--- config.mk ---
export PLATFORM = sky130hd
export DESIGN_NAME = dump_seq_ctrl
export DESIGN_NICKNAME = d
export VERILOG_FILES = /design/src/rtl/dump_seq_pkg.sv /design/src/rtl/dump_edge_sync.sv /design/src/rtl/dump_seq_ctrl.sv
export SDC_FILE = /design/constraint.sdc
export NUM_CORES = 1
export LEC_CHECK = 0
export ABC_AREA = 1
export CAP_MARGIN = 25
export CORE_MARGIN = 3
export CORE_UTILIZATION = 35
export DETAILED_ROUTE_END_ITERATION = 12
export MAX_ROUTING_LAYER = met4
export PLACE_DENSITY = 0.66
export SYNTH_ARGS = -nofsm -noshare
export SYNTH_HDL_FRONTEND = slang
export SYNTH_SLANG_ARGS = --single-unit
--- constraint.sdc ---
create_clock -name clk_sys -period 4.9 [get_ports clk_sys]
set_input_delay 0.49 -clock clk_sys [delete_from_list [all_inputs] [get_ports clk_sys]]
set_output_delay 0.49 -clock clk_sys [all_outputs]
set_load 0.02 [all_outputs]
--- src/rtl/dump_seq_pkg.sv ---
// Shared types and default widths for the dump sequencer.
// Holds the FSM state encoding and default counter widths.
// No logic; imported by dump_seq_ctrl.
package dump_seq_pkg;

  localparam int TMO_W_DEF = 16;
  localparam int CNT_W_DEF = 16;

  typedef enum logic [2:0] {
    IDLE,
    START,
    WAIT_HI,
    WAIT_LO,
    DONE
  } state_e;

endpackage

--- src/rtl/dump_edge_sync.sv ---
// Synchronises the asynchronous dumpoff level and detects its edges.
// Latency: level/rise/fall are valid 2 cycles after the input changes, so the FSM acts on the 3rd edge.
// No backpressure; continuous sampling.
module dump_edge_sync (
  input  logic clk_sys,
  input  logic rst,
  input  logic din,
  output logic level,
  output logic rise,
  output logic fall
);

  logic sync1_q, sync1_d;
  logic sync2_q, sync2_d;
  logic prev_q,  prev_d;

  // Next values: two metastability stages, then one history stage for edge detection.
  always_comb begin
    sync1_d = din;
    sync2_d = sync1_q;
    prev_d  = sync2_q;
  end

  // Synchroniser and history registers, cleared by asynchronous reset.
  always_ff @(posedge clk_sys or posedge rst) begin
    if (rst) begin
      sync1_q <= 1'b0;
      sync2_q <= 1'b0;
      prev_q  <= 1'b0;
    end else begin
      sync1_q <= sync1_d;
      sync2_q <= sync2_d;
      prev_q  <= prev_d;
    end
  end

  assign level = sync2_q;
  assign rise  = sync2_q & ~prev_q;
  assign fall  = ~sync2_q & prev_q;

endmodule

--- src/rtl/dump_seq_ctrl.sv ---
// Runs one dump sequence per go: strobe start, wait for dumpoff high then low, measure high time.
// Latency: state_start one cycle after go; dumpoff edges act 3 cycles after the pin changes.
// go is ignored while busy; optional width measurement under DUMP_WIDTH_MEAS_EN (width tied 0 otherwise).
module dump_seq_ctrl
  import dump_seq_pkg::*;
#(
  parameter int TMO_W = TMO_W_DEF,
  parameter int CNT_W = CNT_W_DEF
) (
  input  logic             clk_sys,
  input  logic             rst,
  input  logic             go,
  input  logic [TMO_W-1:0] tmo_limit,
  input  logic             dumpoff,
  output logic             state_start,
  output logic             busy,
  output logic             done,
  output logic             err,
  output logic [CNT_W-1:0] width
);

  state_e           state_q, state_d;
  logic [TMO_W-1:0] timer_q, timer_d;
  logic             err_q, err_d;
  logic [TMO_W-1:0] timer_inc;
  logic             tmo_hit;
  logic             d_lvl, d_rise, d_fall;
  logic             w_clr, w_load, w_inc;

  dump_edge_sync u_sync (
    .clk_sys (clk_sys),
    .rst     (rst),
    .din     (dumpoff),
    .level   (d_lvl),
    .rise    (d_rise),
    .fall    (d_fall)
  );

  // Timer never wraps; with a zero limit it parks at all-ones and never expires.
  assign timer_inc = (timer_q == '1) ? timer_q : timer_q + TMO_W'(1);
  assign tmo_hit   = (tmo_limit != '0) && (timer_q == tmo_limit - TMO_W'(1));

  // Next-state logic; edges take priority over a timeout landing in the same cycle.
  always_comb begin
    state_d = state_q;
    timer_d = timer_q;
    err_d   = err_q;
    w_clr   = 1'b0;
    w_load  = 1'b0;
    w_inc   = 1'b0;
    case (state_q)
      IDLE: begin
        if (go) begin
          state_d = START;
          err_d   = 1'b0;
          w_clr   = 1'b1;
        end
      end
      START: begin
        state_d = WAIT_HI;
        timer_d = '0;
      end
      WAIT_HI: begin
        if (d_rise) begin
          state_d = WAIT_LO;
          timer_d = '0;
          w_load  = 1'b1;
        end else if (tmo_hit) begin
          state_d = DONE;
          err_d   = 1'b1;
        end else begin
          timer_d = timer_inc;
        end
      end
      WAIT_LO: begin
        if (d_fall) begin
          state_d = DONE;
        end else if (tmo_hit) begin
          state_d = DONE;
          err_d   = 1'b1;
        end else begin
          timer_d = timer_inc;
          w_inc   = d_lvl;
        end
      end
      DONE: begin
        state_d = IDLE;
      end
      default: begin
        state_d = IDLE;
      end
    endcase
  end

  // State, timer and sticky error registers.
  always_ff @(posedge clk_sys or posedge rst) begin
    if (rst) begin
      state_q <= IDLE;
      timer_q <= '0;
      err_q   <= 1'b0;
    end else begin
      state_q <= state_d;
      timer_q <= timer_d;
      err_q   <= err_d;
    end
  end

  assign state_start = (state_q == START);
  assign busy        = (state_q != IDLE);
  assign done        = (state_q == DONE);
  assign err         = err_q;

`ifdef DUMP_WIDTH_MEAS_EN
  logic [CNT_W-1:0] width_q, width_d;

  // Width counter: cleared on accept, loaded with 1 on the rise, saturating count while high.
  always_comb begin
    width_d = width_q;
    if (w_clr) begin
      width_d = '0;
    end else if (w_load) begin
      width_d = CNT_W'(1);
    end else if (w_inc && (width_q != '1)) begin
      width_d = width_q + CNT_W'(1);
    end
  end

  // Width register.
  always_ff @(posedge clk_sys or posedge rst) begin
    if (rst) begin
      width_q <= '0;
    end else begin
      width_q <= width_d;
    end
  end

  assign width = width_q;
`else
  logic ctl_unused;
  assign ctl_unused = w_clr | w_load | w_inc;
  assign width      = '0;
`endif

endmodule

==> reports/metrics.csv <==
metric,value,unit
CTS tree,yes,
CTS sink count,23,
clock buffer depth,2,
die height,90.2,um
min setup slack post-route,2230,ps
Slew HR,40.6,%
pre-CTS setup slack,1910,ps
"Avg Cell Area, Syn",6.22,sq um
post-synthesis cell type count,36,
"Min Clock Period, post-route",2670,ps
Final Cycle Share,54.6,%
n_diodes,0,
outcome,completed,
clock-pin slew of the registers on the worst-case setup and hold paths,90,ps
I/O Pins,40,
worst hold slack,355,ps
Routed met1 length,2740,um
CP required,5070,ps
Initial Util,36.3,%
leakage dissipation,1.28,nW
critical path class,in -> reg,
share of layout cells above drive strength 1,10.1,%
remaining antenna violation count,0,
Vias/cell,4.77,
Worst Hold Class,reg -> reg,
cell mode on critical path,nand2_1,
synthesis-stage register bit count,23,
critical path peak fanout,14,
largest net degree at the start of global routing,24,
die width,90.2,um
Clock Skew,5.84,ps
pwr/cell area,253,nW/um^2
top sig layer,met4,
"delay-heaviest family, CP",simple AND/OR/NAND/NOR gates,
Bufs and invs on worst path,4,
DR DRC count,0,
R2R cell count,11,
setup TNS,0,ps
CTS Root Cell,clkbuf_8,
Final Hold Fails,0,
Core Footprint,6830,sq um
crit end category,flip-flop,
startpoint type of the worst setup path,primary input,
max frequency,374,MHz
Num CTS Buffers,3,
Area Overhead vs Synth,12.6,%
CP arrival,2850,ps
Rows,30,
post-synthesis sequential area ratio,23.2,%
initial antenna violation count,0,
Post-synth EDFFs,0,
Vias,2480,
worst vdd ir,0.107,mV
Avg WL per Cell,11.6,um
Die ar.,8140,sq um
CP max stage cell,clkdlybuf4s50_1,
Final Max Slew Viols,0,
"commonest cells after routing, fill and taps aside","nand2_1 (107), inv_1 (61), nor2_1 (49)",
vias in the first global route,2441,
post-CTS resize count,0,
latest clock arrival within the worst-skew pair,270,ps
number of cells on the critical path,18,
setup bufs post-CTS,0,
crit-path max cell delay,420,ps
hold_buf cts,0,
Starting DRT DRC Count,88,
asr flop ratio synth,100,%
r2r setup slk,2750,ps
met2 wire length,2980,um
Crit. Startpoint,tmo_limit[0],
hpwl dp,5060,um
Crit Reg-Reg Startpoint,timer_q[5],
Post-Synthesis Cells,399,
"Critical Path, Cell by Cell",clkdlybuf4s50_1 -> inv_1 -> ha_1 -> nand2_1 -> nor2_1 -> nand2_1 -> nand3_1 -> nand2_1 -> nor2_1 -> nand2_1 -> nor2_4 -> nand3_4 -> nand3_4 -> inv_2 -> nand2_1 -> nand2_1 -> inv_1 -> nor2_1,
NumNets Final,447,
Pre-Repair DR Iteration Count,4,
wire length of the first global-routing pass,10700,um
Syn Std Cell Area,2480,sq um
GRT Resource Usage Total,15.8,%
total grt overflow,0,
# H-tree levels,1,
Slew @ Worst Pin,891,ps
Setup crit end,timer_q[4],
PortBufs,23,
final WL,6030,um
ys flop type,dfrtp_1,
synth warn,0,
gpl congestion,0.957,
Max Cap Violations,0,
reg2reg end,timer_q[4],
"commonest non-fill, non-tap cell in the layout",nand2_1,
RSZ-0062 raised after global routing,false,
metal3 WL,231,um
final setup vio count,0,
## state kept, by name (all words and copies together), names as in the netlist
register	cells
u_sync.level	1
state_q	3
err	1
timer_q	16
u_sync.sync1_q	1
u_sync.prev_q	1
## where the power goes
part / leakage, nW / switching [mW] / internal, mW
sequential: 0.309 / 0.0204 / 0.209
clock: 0.0255 / 0.0660 / 0.0569
combinational: 0.947 / 0.235 / 0.119
## layout make-up
cell class              count  area [sq um]
multi-input cells         310          1580
inverters                  64           240
well taps                  96           120
flip-flops and latches     23           576
repair buffers             23           230
clock inverters             1          5.00
clock buffers               3          41.3
fillers                   759          4040
## worst min-delay path by stage
stage | slack (ps) | from | cells after the start | to
floorplan | 330 | u_sync.sync1_q | 0 | u_sync.level
global placement | 340 | u_sync.sync1_q | 0 | u_sync.level
detailed placement | 340 | u_sync.sync1_q | 0 | u_sync.level
CTS | 360 | u_sync.sync1_q | 0 | u_sync.level
global route | 380 | u_sync.sync1_q | 0 | u_sync.level
finish | 350 | u_sync.sync1_q | 0 | u_sync.level
## cell families (layout without fill, tap and decap cells)
group	Yosys count	count (layout)	synth area share [%]
and+or+nand+nor	247	247	47.5
buffers and inverters	81	91	15.3
AOI/OAI and AO/OA	31	31	7.87
DFF	23	23	23.2
xor gates and xnor gates	14	14	4.94
adders and majority gates	2	2	1.01
other	1	16	0.151
## per-layer routing
| metal | track usage (%) | up-vias |
|---|---|---|
| li1 | - | 1284 |
| met1 | 19.5 | 1148 |
| met2 | 27.9 | 42 |
| met3 | 1.34 | 6 |
| met4 | 3.83 | 0 |
| met5 | - | - |
## synthesized netlist by cell type (3+ instances only)
| cell type | number | area (sq um) |
|---|---|---|
| nand2_1 | 107 | 402 |
| inv_1 | 61 | 229 |
| nor2_1 | 49 | 184 |
| nand3_1 | 33 | 165 |
| dfrtp_1 | 23 | 576 |
| buf_4 | 16 | 120 |
| nand4_1 | 12 | 75.1 |
| nor3_1 | 11 | 55.1 |
| nor2_2 | 10 | 62.6 |
| o21ai_0 | 10 | 50.1 |
| xor2_1 | 8 | 70.1 |
| nand2_2 | 7 | 43.8 |
| a21oi_1 | 6 | 30.0 |
| o21ai_2 | 6 | 52.6 |
| xnor2_1 | 6 | 52.6 |
| nor4_1 | 5 | 31.3 |
| inv_2 | 3 | 11.3 |
| o21bai_1 | 3 | 22.5 |
## per-stage QoR
step	power, mW	util (%)	std cells	cell area (sq um)
floorplan	0.524	-	414	2540
global placement	0.585	40.2	516	2750
detailed placement	0.590	40.2	516	2750
CTS	0.712	40.9	520	2790
global route	0.764	40.9	520	2790
finish	0.707	40.9	520	2790
Note: power is estimated with default switching activity, not from simulation.
